<file path="config.mk">
export PLATFORM = sky130hd
export DESIGN_NAME = ftdi_tx_framer_flat
export DESIGN_NICKNAME = d
export VERILOG_FILES = /design/src/rtl/ftdi_tx_pkg.sv /design/src/rtl/ftdi_tx_framer_if.sv /design/src/rtl/ftdi_tx_fifo.sv /design/src/rtl/ftdi_tx_framer.sv /design/src/flat_wrapper.sv
export SDC_FILE = /design/constraint.sdc
export NUM_CORES = 1
export LEC_CHECK = 0
export ABC_CLOCK_PERIOD_IN_PS = 3600
export CELL_PAD_IN_SITES_DETAIL_PLACEMENT = 0
export CELL_PAD_IN_SITES_GLOBAL_PLACEMENT = 2
export CORE_MARGIN = 2
export CORE_UTILIZATION = 35
export CTS_CLUSTER_SIZE = 14
export DETAILED_ROUTE_END_ITERATION = 10
export PLACE_DENSITY = 0.74
export SETUP_SLACK_MARGIN = 0.15
export SYNTH_ARGS = -nofsm -noshare
export SYNTH_HDL_FRONTEND = slang
export SYNTH_SLANG_ARGS = --single-unit
</file>
<file path="constraint.sdc">
create_clock -name ft_clk -period 3.6 [get_ports ft_clk]
set_clock_uncertainty 0.15 [all_clocks]
set_input_delay 0.72 -clock ft_clk [delete_from_list [all_inputs] [get_ports ft_clk]]
set_output_delay 0.72 -clock ft_clk [all_outputs]
set_load 0.005 [all_outputs]
</file>
<file path="src/rtl/ftdi_tx_pkg.sv">
// Shared types and helpers for the FT245 host-bound frame transmitter.
// CRC8_POLY and crc8_byte serve the FTDI_TX_CRC_EN build of ftdi_tx_framer.
package ftdi_tx_pkg;

    typedef enum logic [2:0] {
        ST_IDLE,
        ST_SYNC,
        ST_TAG,
        ST_LEN,
        ST_DLO,
        ST_DHI,
        ST_CHK
    } tx_state_e;

    localparam logic [7:0] SYNC_BYTE_DEF = 8'hA5;
    localparam logic [7:0] CRC8_POLY     = 8'h07;

    // CRC-8, MSB-first, one whole byte folded in per call
    function automatic logic [7:0] crc8_byte(input logic [7:0] crc, input logic [7:0] data);
        logic [7:0] c;
        c = crc ^ data;
        for (int unsigned i = 0; i < 8; i++) begin
            c = c[7] ? ((c << 1) ^ CRC8_POLY) : (c << 1);
        end
        return c;
    endfunction

endpackage

</file>
<file path="src/rtl/ftdi_tx_framer_if.sv">
// Fabric-side frame/stream handshakes and FT245 write-side bus of the framer.
// master = the framer itself, slave = fabric plus FTDI/arbiter environment.
interface ftdi_tx_framer_if;
    logic        frm_start;
    logic [7:0]  frm_len;
    logic [7:0]  frm_tag;
    logic        frm_busy;
    logic        frm_done;
    logic        s_valid;
    logic [15:0] s_data;
    logic        s_ready;
    logic        bus_req;
    logic        bus_gnt;
    logic        ft_txe_n;
    logic        ft_wr_n;
    logic [7:0]  ft_d_out;
    logic        ft_d_oe;

    modport master (
        input  frm_start, frm_len, frm_tag, s_valid, s_data, bus_gnt, ft_txe_n,
        output frm_busy, frm_done, s_ready, bus_req, ft_wr_n, ft_d_out, ft_d_oe
    );

    modport slave (
        output frm_start, frm_len, frm_tag, s_valid, s_data, bus_gnt, ft_txe_n,
        input  frm_busy, frm_done, s_ready, bus_req, ft_wr_n, ft_d_out, ft_d_oe
    );
endinterface

</file>
<file path="src/rtl/ftdi_tx_fifo.sv">
// Single-clock show-ahead word FIFO: rd_data always shows the oldest entry.
// Writes are dropped when full, reads when empty; push and pop may coincide.
module ftdi_tx_fifo #(
    parameter int AW = 4,
    parameter int DW = 16
) (
    input  logic          clk,
    input  logic          rst_n,
    input  logic          wr_en,
    input  logic [DW-1:0] wr_data,
    input  logic          rd_en,
    output logic [DW-1:0] rd_data,
    output logic          full,
    output logic          empty
);
    localparam int DEPTH = 1 << AW;

    logic [DW-1:0] mem [DEPTH];
    logic [AW-1:0] wp_q, rp_q;
    logic [AW:0]   cnt_q;
    logic          push, pop;

    assign push    = wr_en & ~full;
    assign pop     = rd_en & ~empty;
    assign full    = cnt_q[AW];
    assign empty   = (cnt_q == '0);
    assign rd_data = mem[rp_q];

    always_ff @(posedge clk or negedge rst_n) begin
        if (!rst_n) begin
            wp_q  <= '0;
            rp_q  <= '0;
            cnt_q <= '0;
        end else begin
            if (push) wp_q <= wp_q + 1'b1;
            if (pop)  rp_q <= rp_q + 1'b1;
            if (push && !pop)      cnt_q <= cnt_q + 1'b1;
            else if (pop && !push) cnt_q <= cnt_q - 1'b1;
        end
    end

    always_ff @(posedge clk) begin
        if (push) mem[wp_q] <= wr_data;
    end
endmodule

</file>
<file path="src/rtl/ftdi_tx_framer.sv">
// FT245 sync-FIFO transmitter: frames words as SYNC, TAG, LEN, data (lo,hi), CHECK.
// CHECK is a two's-complement sum by default, CRC-8 when FTDI_TX_CRC_EN is defined.
module ftdi_tx_framer
    import ftdi_tx_pkg::*;
#(
    parameter int         FIFO_AW   = 4,
    parameter logic [7:0] SYNC_BYTE = SYNC_BYTE_DEF
) (
    input logic              ft_clk,
    input logic              reset_n,
    ftdi_tx_framer_if.master io
);
`ifdef FTDI_TX_CRC_EN
    function automatic logic [7:0] acc_upd(input logic [7:0] a, input logic [7:0] b);
        return crc8_byte(a, b);
    endfunction
    function automatic logic [7:0] chk_of(input logic [7:0] a);
        return a;
    endfunction
`else
    function automatic logic [7:0] acc_upd(input logic [7:0] a, input logic [7:0] b);
        return a + b;
    endfunction
    function automatic logic [7:0] chk_of(input logic [7:0] a);
        return 8'd0 - a;
    endfunction
`endif

    tx_state_e   state_q, state_d;
    logic [7:0]  d_q, d_d;
    logic [7:0]  tag_q, len_q, acc_q;
    logic [8:0]  cnt_q;
    logic        lo_valid_q, done_q;
    logic        byte_avail, accept, start_ok, last_word, busy;
    logic [15:0] fifo_head;
    logic        fifo_full, fifo_empty, fifo_pop;

    ftdi_tx_fifo #(.AW(FIFO_AW), .DW(16)) u_fifo (
        .clk     (ft_clk),
        .rst_n   (reset_n),
        .wr_en   (io.s_valid),
        .wr_data (io.s_data),
        .rd_en   (fifo_pop),
        .rd_data (fifo_head),
        .full    (fifo_full),
        .empty   (fifo_empty)
    );

    assign busy      = (state_q != ST_IDLE);
    assign start_ok  = io.frm_start & ~done_q;
    assign last_word = (cnt_q == 9'd1);
    assign accept    = byte_avail & io.bus_gnt & ~io.ft_txe_n;
    assign fifo_pop  = accept & (state_q == ST_DLO);

    // DLO also needs d_q to have been loaded from a non-empty head (lo_valid_q)
    always_comb begin
        byte_avail = 1'b1;
        case (state_q)
            ST_IDLE: byte_avail = 1'b0;
            ST_DLO:  byte_avail = lo_valid_q & ~fifo_empty;
            default: byte_avail = 1'b1;
        endcase
    end

    always_comb begin
        state_d = state_q;
        case (state_q)
            ST_IDLE: if (start_ok) state_d = ST_SYNC;
            ST_SYNC: if (accept)   state_d = ST_TAG;
            ST_TAG:  if (accept)   state_d = ST_LEN;
            ST_LEN:  if (accept)   state_d = ST_DLO;
            ST_DLO:  if (accept)   state_d = ST_DHI;
            ST_DHI:  if (accept)   state_d = last_word ? ST_CHK : ST_DLO;
            ST_CHK:  if (accept)   state_d = ST_IDLE;
            default:               state_d = ST_IDLE;
        endcase
    end

    // Output byte register is preloaded with the next state's byte on acceptance
    always_comb begin
        d_d = d_q;
        case (state_q)
            ST_IDLE: d_d = start_ok ? SYNC_BYTE : 8'h00;
            ST_SYNC: if (accept) d_d = tag_q;
            ST_TAG:  if (accept) d_d = len_q;
            ST_LEN:  if (accept) d_d = fifo_head[7:0];
            ST_DLO:  d_d = accept ? fifo_head[15:8] : fifo_head[7:0];
            ST_DHI:  if (accept) d_d = last_word ? chk_of(acc_upd(acc_q, d_q)) : fifo_head[7:0];
            ST_CHK:  if (accept) d_d = 8'h00;
            default: d_d = 8'h00;
        endcase
    end

    always_ff @(posedge ft_clk or negedge reset_n) begin
        if (!reset_n) state_q <= ST_IDLE;
        else          state_q <= state_d;
    end

    always_ff @(posedge ft_clk or negedge reset_n) begin
        if (!reset_n) begin
            d_q        <= '0;
            tag_q      <= '0;
            len_q      <= '0;
            acc_q      <= '0;
            cnt_q      <= '0;
            lo_valid_q <= 1'b0;
            done_q     <= 1'b0;
        end else begin
            d_q        <= d_d;
            lo_valid_q <= (state_d == ST_DLO) & ~fifo_empty;
            done_q     <= (state_q == ST_CHK) & accept;
            if (state_q == ST_IDLE) begin
                if (start_ok) begin
                    tag_q <= io.frm_tag;
                    len_q <= io.frm_len;
                    cnt_q <= (io.frm_len == 8'd0) ? 9'd256 : {1'b0, io.frm_len};
                    acc_q <= '0;
                end
            end else if (accept && state_q != ST_SYNC && state_q != ST_CHK) begin
                acc_q <= acc_upd(acc_q, d_q);
                if (state_q == ST_DHI) cnt_q <= cnt_q - 9'd1;
            end
        end
    end

    assign io.frm_busy = busy;
    assign io.frm_done = done_q;
    assign io.s_ready  = ~fifo_full;
    assign io.bus_req  = busy;
    assign io.ft_wr_n  = ~accept;
    assign io.ft_d_out = d_q;
    assign io.ft_d_oe  = io.bus_gnt & busy;
endmodule

</file>
<file path="src/flat_wrapper.sv">
// flat-port wrapper written by rule: the top's interface ports become plain ports
module ftdi_tx_framer_flat import ftdi_tx_pkg::*;
#(
    parameter int         FIFO_AW   = 4,
    parameter logic [7:0] SYNC_BYTE = SYNC_BYTE_DEF
)
  (ft_clk, reset_n, io_frm_start, io_frm_len, io_frm_tag, io_s_valid, io_s_data, io_bus_gnt, io_ft_txe_n, io_frm_busy, io_frm_done, io_s_ready, io_bus_req, io_ft_wr_n, io_ft_d_out, io_ft_d_oe);
  ftdi_tx_framer_if io_i ();
  input logic ft_clk;
  input logic reset_n;
  input wire logic [$bits(io_i.frm_start)-1:0] io_frm_start;
  input wire logic [$bits(io_i.frm_len)-1:0] io_frm_len;
  input wire logic [$bits(io_i.frm_tag)-1:0] io_frm_tag;
  input wire logic [$bits(io_i.s_valid)-1:0] io_s_valid;
  input wire logic [$bits(io_i.s_data)-1:0] io_s_data;
  input wire logic [$bits(io_i.bus_gnt)-1:0] io_bus_gnt;
  input wire logic [$bits(io_i.ft_txe_n)-1:0] io_ft_txe_n;
  output wire logic [$bits(io_i.frm_busy)-1:0] io_frm_busy;
  output wire logic [$bits(io_i.frm_done)-1:0] io_frm_done;
  output wire logic [$bits(io_i.s_ready)-1:0] io_s_ready;
  output wire logic [$bits(io_i.bus_req)-1:0] io_bus_req;
  output wire logic [$bits(io_i.ft_wr_n)-1:0] io_ft_wr_n;
  output wire logic [$bits(io_i.ft_d_out)-1:0] io_ft_d_out;
  output wire logic [$bits(io_i.ft_d_oe)-1:0] io_ft_d_oe;
  assign io_i.frm_start = io_frm_start;
  assign io_i.frm_len = io_frm_len;
  assign io_i.frm_tag = io_frm_tag;
  assign io_i.s_valid = io_s_valid;
  assign io_i.s_data = io_s_data;
  assign io_i.bus_gnt = io_bus_gnt;
  assign io_i.ft_txe_n = io_ft_txe_n;
  assign io_frm_busy = io_i.frm_busy;
  assign io_frm_done = io_i.frm_done;
  assign io_s_ready = io_i.s_ready;
  assign io_bus_req = io_i.bus_req;
  assign io_ft_wr_n = io_i.ft_wr_n;
  assign io_ft_d_out = io_i.ft_d_out;
  assign io_ft_d_oe = io_i.ft_d_oe;
  ftdi_tx_framer #(.FIFO_AW(FIFO_AW), .SYNC_BYTE(SYNC_BYTE)) u_core (.ft_clk(ft_clk), .reset_n(reset_n), .io(io_i));
endmodule
</file>
# Word level (Yosys, flattened, before mapping)

Memories as Yosys holds them, arrays and structs flattened.
Cells that the tools add are included.

Add/sub/neg operators: 7
Eq/ne operators: 16
Mux-type cells: 31
Bitwise gates (word level): 15
Reductions and logical operators: 17

Operators with widths:

| cell                  | number |
|---|---|
| $mux W8               | 11 |
| $pmux W8 S7           | 1 |
| $mux W9               | 5 |
| $mux W3               | 7 |
| $pmux W3 S7           | 1 |
| $eq A3 B3 Y1 const B  | 4 |
| $ne A2 B1 Y1 const B  | 6 |
| $and A1 B1 Y1         | 10 |
| $mux W5               | 2 |
| $eq A9 B1 Y1 const B  | 1 |
| $sub A9 B1 Y9 const B | 1 |
| $add A4 B1 Y4 const B | 2 |
| $add A8 B8 Y8         | 1 |
| $logic_not A8 Y1      | 1 |
| $sub A1 B8 Y8 const A | 1 |
| $eq A3 B2 Y1 const B  | 2 |
| $reduce_bool A2 Y1    | 3 |
| $add A5 B1 Y5 const B | 1 |
| $logic_not A5 Y1      | 1 |
| $not A1 Y1            | 5 |
| $reduce_and A5 Y1     | 1 |
| $sub A5 B1 Y5 const B | 1 |
| $logic_and A1 B1 Y1   | 4 |
| $reduce_and A2 Y1     | 2 |
| other kinds (10)      | 12 |

Register bits: 59
Memory bits (writable): 256
Bits of input ports: 38
Output and inout port bits: 14
Memories: 1

Memories:

| name              | depth | width | rd ports | clocked after Yosys merged registers in | write ports | line               | source |
|---|---|---|---|---|---|---|---|
| u_core.u_fifo.mem | 16    | 16    | 1        | 0                                       | 1           | ftdi_tx_fifo.sv:18 | `logic [DW-1:0] mem [DEPTH];` |

# Longest topological paths before layout

Depth in word-level cells: 11
Depth in mapped cells: 14

# Modules after synthesis

A second synthesis with hierarchy kept.

Cells, all modules: 897
Area total of the unflattened synthesis: 13,767.0 um2

Modules (own cells, without submodules):

| module         | times used | cells each | area an instance (um2) |
|---|---|---|---|
| ftdi_tx_fifo   | 1          | 557        | 10,887.9 |
| ftdi_tx_framer | 1          | 340        | 2,879.0 |

# Least setup slack after synthesis

Ideal clock, no wire load.

Path type: register to register
From: register u_core.u_fifo.cnt_q[1]
To: register u_core.u_fifo.cnt_q[4]
Arrival: 2.980 ns
Data required time: 3.327 ns
Slack: 0.348 ns
Cell stages (with the launch flop): 14
Period minus slack after synthesis: 3.252 ns
Path through: dfrtp_1 or4_1 o211a_1 and3_1 buf_4 inv_1 ha_1 inv_1 fa_1 a21o_1 a21oi_1 xnor2_1 nor2_1 xnor2_1

Longest elaborated chain between the ends: 11

RTL lines:

| element                                       | line                                     | source |
|---|---|---|
| start: declaration                            | ftdi_tx_fifo.sv:20                       | `logic [AW:0] cnt_q;` |
| start signal: assignment                      | ftdi_tx_fifo.sv:37                       | `if (push && !pop) cnt_q <= cnt_q + 1'b1;` |
| start signal: assignment                      | ftdi_tx_fifo.sv:38                       | `else if (pop && !push) cnt_q <= cnt_q - 1'b1;` |
| $logic_not A5 Y1                              | ftdi_tx_fifo.sv:26                       | `assign empty = (cnt_q == '0);` |
| $not A1 Y1                                    | ftdi_tx_fifo.sv:24, ftdi_tx_framer.sv:60 |  |
| $and A1 B1 Y1                                 | ftdi_tx_framer.sv:60                     | `ST_DLO: byte_avail = lo_valid_q & ~fifo_empty;` |
| $pmux W1 S2                                   | ftdi_tx_framer.sv:58                     | `case (state_q)` |
| $and A1 B1 Y1 (2 in a row)                    | ftdi_tx_framer.sv:52                     | `assign accept = byte_avail & io.bus_gnt & ~io.ft_txe_n;` |
| $and A1 B1 Y1                                 | ftdi_tx_framer.sv:53                     | `assign fifo_pop = accept & (state_q == ST_DLO);` |
| $and A1 B1 Y1                                 | ftdi_tx_fifo.sv:24                       | `assign pop = rd_en & ~empty;` |
| $logic_not A1 Y1                              | ftdi_tx_fifo.sv:37                       |  |
| $logic_and A1 B1 Y1                           | ftdi_tx_fifo.sv:37                       |  |
| $mux W5 or $reduce_bool A2 Y1 (tied branches) | n/a                                      |  |

Several ways; a longest one is shown, not always the timed one. The select of a mux whose other input is x is not followed.
A chain may end at the register's enable or synchronous reset.

# Final worst setup path

From: register u_core.u_fifo.cnt_q[1]
To: output io_ft_wr_n

Longest elaborated chain between the ends: 7

RTL lines:

| element                    | line                  | source |
|---|---|---|
| $logic_not A5 Y1           | ftdi_tx_fifo.sv:26    |  |
| $not A1 Y1                 | ftdi_tx_framer.sv:60  |  |
| $and A1 B1 Y1              | ftdi_tx_framer.sv:60  |  |
| $pmux W1 S2                | ftdi_tx_framer.sv:58  |  |
| $and A1 B1 Y1 (2 in a row) | ftdi_tx_framer.sv:52  |  |
| $not A1 Y1                 | ftdi_tx_framer.sv:130 | `assign io.ft_wr_n = ~accept;` |
| end: declaration           | flat_wrapper.sv:22    | `output wire logic [$bits(io_i.ft_wr_n)-1:0] io_ft_wr_n;` |

No other way between the ends.

==> impl_metrics.xml <==
<?xml version="1.0" encoding="UTF-8"?>
<metrics>
  <group name="floorplan">
    <metric name="area_of_the_placeable_core" unit="sq mm">0.03776</metric>
    <metric name="fp.dieH" unit="um">200.1</metric>
    <metric name="dieWidth" unit="um">200.1</metric>
    <metric name="rows" unit="">71</metric>
    <metric name="initial_utilization" unit="%">35.65</metric>
    <metric name="fp.dieArea" unit="sq mm">0.04004</metric>
    <metric name="ioPinCount" unit="">52</metric>
  </group>
  <group name="final_layout">
    <metric name="nFillCells" unit="">3346</metric>
    <metric name="finalNetCount" unit="">925</metric>
    <metric name="area.sequential" unit="sq mm">0.009169</metric>
    <metric name="antenna_cells_inserted" unit="">0</metric>
    <metric name="final_non_filler_cell_area" unit="sq mm">0.01593</metric>
    <metric name="post_route_cells_drive_above_1_share" unit="%">22.13</metric>
    <metric name="area_growth" unit="%">18.34</metric>
    <metric name="multi_input_comb_area" unit="sq mm">0.004049</metric>
  </group>
  <group name="yosys">
    <metric name="synth_ff_type" unit="">sky130_fd_sc_hd__edfxtp_1</metric>
    <metric name="yosysWarningCount" unit="">0</metric>
    <metric name="post-synth-top-area-cell" unit="">sky130_fd_sc_hd__edfxtp_1</metric>
    <metric name="yosys.area.top_type_share" unit="%">57.12</metric>
    <metric name="synth_enable_flop_cells" unit="">256</metric>
    <metric name="synth_cell_types" unit="">65</metric>
    <metric name="post_synth_and_or_nand_nor_area_fraction" unit="%">4.955</metric>
    <metric name="synthesized_instance_count" unit="">774</metric>
    <metric name="post_synth_main_area_contributors" unit="">sky130_fd_sc_hd__edfxtp_1 57%, sky130_fd_sc_hd__dfrtp_1 11%, sky130_fd_sc_hd__mux4_2 10%</metric>
    <metric name="ys_seq_elements" unit="">315</metric>
    <metric name="synth.mux.area_fraction" unit="%">15.53</metric>
    <metric name="yosys.area_share.xor_xnor" unit="%">1.106</metric>
    <metric name="synth.avg_cell_area" unit="sq um">17.39</metric>
    <metric name="synth_top_family_by_area" unit="">multiplexers</metric>
    <metric name="synth_adder_area_share" unit="%">2.138</metric>
    <metric name="asyncSetResetFlopFracSynth" unit="%">18.73</metric>
    <metric name="synth_sequential_area_ratio" unit="%">68.09</metric>
    <metric name="synth_fp_nets" unit="">833</metric>
    <metric name="synthesized_area_fraction_occupied_by_ao_oa_aoi_and_oai_cells" unit="%">5.978</metric>
    <metric name="synthesis.area" unit="sq mm">0.01346</metric>
  </group>
  <group name="worst_setup_path">
    <metric name="max_stage_delay_cell_worst_path" unit="">sky130_fd_sc_hd__or4_1</metric>
    <metric name="path_cells" unit="">or4_1 -&gt; o211ai_1 -&gt; a21o_1 -&gt; clkdlybuf4s50_1</metric>
    <metric name="crit_type" unit="">reg2out</metric>
    <metric name="crit_path_end_kind" unit="">output pin</metric>
    <metric name="worst_path_largest_cell_delay" unit="ps">580</metric>
    <metric name="worst_r2r_path_depth" unit="">12</metric>
    <metric name="required" unit="ps">2730</metric>
    <metric name="timing.critical_path.arrival" unit="ps">2460</metric>
    <metric name="crit_path_max_fanout" unit="">4</metric>
    <metric name="worst_setup_path_start_kind" unit="">flip-flop</metric>
  </group>
  <group name="grt">
    <metric name="number_of_global_route_vias_before_repair" unit="">7491</metric>
    <metric name="largest_net_degree_at_the_start_of_global_routing" unit="">39</metric>
    <metric name="grt_antenna_before_repair" unit="">2</metric>
    <metric name="globalRouteTotalUtil" unit="%">15.29</metric>
    <metric name="grt_overflow" unit="">0</metric>
    <metric name="grt_first_pass_wirelength" unit="um">46670</metric>
  </group>
  <group name="routing">
    <metric name="avgRoutedWirePerCell" unit="um">21.48</metric>
    <metric name="detail_route.vias_per_cell" unit="">5.126</metric>
    <metric name="route.antenna.remaining_nets" unit="">0</metric>
    <metric name="detail_route.iter0.violations" unit="">581</metric>
    <metric name="dr.pass1.iters" unit="">5</metric>
    <metric name="drc" unit="">0</metric>
    <metric name="route.final.wire_length" unit="um">30090</metric>
    <metric name="via_count" unit="">7182</metric>
  </group>
  <group name="sta">
    <metric name="setup-tns-final" unit="ps">0</metric>
    <metric name="finalSetupViolations" unit="">0</metric>
    <metric name="period_share" unit="%">92.56</metric>
    <metric name="timing.final.hold_violations" unit="">0</metric>
    <metric name="final_period_minus_worst_setup_slack" unit="ps">3332</metric>
    <metric name="max_slew_margin" unit="%">38.46</metric>
    <metric name="worst_slew_pin_slew" unit="ps">910.3</metric>
    <metric name="hold-worst-slack" unit="ps">80.25</metric>
    <metric name="slew_viol_final" unit="">0</metric>
    <metric name="achievable-frequency" unit="GHz">0.3001</metric>
    <metric name="grt_setup_unrepaired" unit="">no</metric>
  </group>
  <group name="clocking">
    <metric name="clk_pin_slew_worst_paths" unit="ps">60</metric>
    <metric name="ctsHoldBuffers" unit="">0</metric>
    <metric name="clock_path_buffers" unit="">3</metric>
    <metric name="post-cts-setup-buffers" unit="">0</metric>
    <metric name="cts_max_level" unit="">2</metric>
    <metric name="clock-root-buffer" unit="">sky130_fd_sc_hd__clkbuf_16</metric>
    <metric name="insertion_delay_of_the_later_clocked_pin_in_the_worst_skew_pair" unit="ps">530</metric>
    <metric name="tritoncts.num_buffers" unit="">35</metric>
    <metric name="cts_tree" unit="">yes</metric>
    <metric name="tritoncts_num_sinks" unit="">315</metric>
    <metric name="cts_resized" unit="">0</metric>
  </group>
  <group name="placement">
    <metric name="post-dp-hpwl" unit="um">18910</metric>
    <metric name="io_buffer_count" unit="">51</metric>
    <metric name="globalplace.congestion" unit="">0.7591</metric>
    <metric name="placedInstanceArea" unit="sq mm">0.01479</metric>
  </group>
  <group name="pwr">
    <metric name="irDropWorstVdd" unit="mV">0.2893</metric>
    <metric name="p_per_area" unit="mW/mm^2">686.2</metric>
    <metric name="finalPower" unit="uW">10930</metric>
    <metric name="p_leak" unit="uW">0.005359</metric>
  </group>
  <group name="min_path">
    <metric name="worstHoldPathType" unit="">in2async</metric>
  </group>
  <group name="job">
    <metric name="max_cap_viol" unit="">0</metric>
  </group>
  <group name="outcome">
    <metric name="run_status" unit="">complete, no violations</metric>
  </group>
</metrics>
-- metrics by stage --
| stage | setup WS [ps] | cells | util [%] |
|---|---|---|---|
| after floorplan | 347.6 | 774 | - |
| after global placement | 58.37 | 1340 | 39.17 |
| after detailed placement | 35.27 | 1340 | 39.17 |
| after CTS | 237.5 | 1401 | 42.19 |
| after global routing | 168.8 | 1401 | 42.19 |
| final | 268.0 | 1401 | 42.19 |
-- area by class of cell --
type,instances,area share (%)
clock buffer,41,5.640
multi-input combinational,401,25.42
inverter,17,0.4006
tap,511,4.014
clock inverter,20,1.508
timing repair buffer,96,5.452
sequential,315,57.56
-- Yosys cell counts (all sizes together), types with 3 or more instances --
cell,n
nand2b,7
mux4,77
xor2,5
nor2b,5
a211oi,3
dfrtp,59
nor2,37
a21oi,25
and2,4
nand2,46
edfxtp,256
o211ai,7
buf,22
o21ai,33
nor4,7
a31oi,3
xnor2,12
a22oi,13
ha,19
nand3,10
mux2i,9
and3,5
nor3,13
clkbuf,19
a22o,3
a2111oi,3
a21o,6
mux2,18
inv,17
-- report_power, final --
group / leakage, uW / internal, uW / switching [uW]
clock: 0.000543 / 2090 / 1420
sequential: 0.00303 / 4410 / 357
combinational: 0.00178 / 1190 / 1460
total: 0.00536 / 7690 / 3240
-- logic make-up (layout without fill, tap and decap cells) --
kind of cell | Yosys count | after routing
flops | 315 | 315
xor+xnor | 17 | 17
simple gates | 142 | 142
fa+ha+maj | 22 | 22
compound gates | 116 | 116
mux | 104 | 104
buf+inv | 58 | 174
-- flip-flops by register name, summed over array words and instances, names as in the netlist --
register	cells
u_core.u_fifo.mem	256
u_core.cnt_q	9
u_core.acc_q	8
u_core.io.ft_d_out	8
u_core.len_q	8
u_core.tag_q	8
u_core.u_fifo.cnt_q	5
u_core.u_fifo.rp_q	4
u_core.u_fifo.wp_q	4
u_core.state_q	3
u_core.io.frm_done	1
u_core.lo_valid_q	1
-- routing by layer --
| layer | up-vias | track usage, % | part of all wire (%) | wire length (um) |
|---|---|---|---|---|
| li1 | 3280 | - | - | - |
| met1 | 3694 | 20.79 | 45 | 13440 |
| met3 | 42 | 2.978 | 4.8 | 1440 |
| met2 | 162 | 25.46 | 49 | 14690 |
| met5 | - | 0 | 0.076 | 23 |
| met4 | 4 | 3.518 | 1.7 | 505 |
-- layout by cell type, fill, tap and decap left out, types with 3 or more instances in the layout --
master                            instances
sky130_fd_sc_hd__clkbuf_16               35
sky130_fd_sc_hd__a21oi_1                 25
sky130_fd_sc_hd__nor4_1                   7
sky130_fd_sc_hd__nor3_1                   9
sky130_fd_sc_hd__inv_1                   17
sky130_fd_sc_hd__mux4_2                  60
sky130_fd_sc_hd__a22oi_1                 13
sky130_fd_sc_hd__o21ai_1                  4
sky130_fd_sc_hd__nor3_2                   4
sky130_fd_sc_hd__and3_1                   5
sky130_fd_sc_hd__a31oi_1                  3
sky130_fd_sc_hd__a22o_1                   3
sky130_fd_sc_hd__nor2_1                  25
sky130_fd_sc_hd__a21o_1                   6
sky130_fd_sc_hd__ha_1                    19
sky130_fd_sc_hd__and2_1                   3
sky130_fd_sc_hd__o21ai_0                 29
sky130_fd_sc_hd__bufinv_16                4
sky130_fd_sc_hd__edfxtp_1               256
sky130_fd_sc_hd__nand3_1                 10
sky130_fd_sc_hd__mux2i_1                  9
sky130_fd_sc_hd__xor2_1                   5
sky130_fd_sc_hd__o211ai_1                 7
sky130_fd_sc_hd__mux4_1                  17
sky130_fd_sc_hd__buf_4                   43
sky130_fd_sc_hd__clkinv_1                 6
sky130_fd_sc_hd__nor2b_1                  5
sky130_fd_sc_hd__xnor2_1                 12
sky130_fd_sc_hd__dfrtp_1                 57
sky130_fd_sc_hd__mux2_2                  18
sky130_fd_sc_hd__clkbuf_1                 6
sky130_fd_sc_hd__nor2_2                  12
sky130_fd_sc_hd__nand2b_1                 7
sky130_fd_sc_hd__nand2_1                 46
sky130_fd_sc_hd__clkinv_2                 4
sky130_fd_sc_hd__clkdlybuf4s50_1         50
sky130_fd_sc_hd__clkinvlp_4               3
-- worst max-delay path, delay by kind of cell (launching register included) --
family	cells	cell delay, ps
buf+inv	1	520
compound gates	2	430
simple gates	1	580
flops	1	410
-- worst paths after layout --
kind                                        startpoint                endpoint  slack, ps
worst max-delay path            u_core.u_fifo.cnt_q[1]              io_ft_wr_n        270
worst min-delay path                           reset_n         u_core.cnt_q[6]         80
worst min register to register         u_core.acc_q[7]         u_core.acc_q[7]        360
max in group asynchronous                      reset_n  u_core.u_fifo.cnt_q[3]       2490
min in group ft_clk                    u_core.acc_q[7]         u_core.acc_q[7]        360
worst max register to register  u_core.u_fifo.cnt_q[1]  u_core.u_fifo.cnt_q[4]        460
Power figures use the tool's default switching activity.
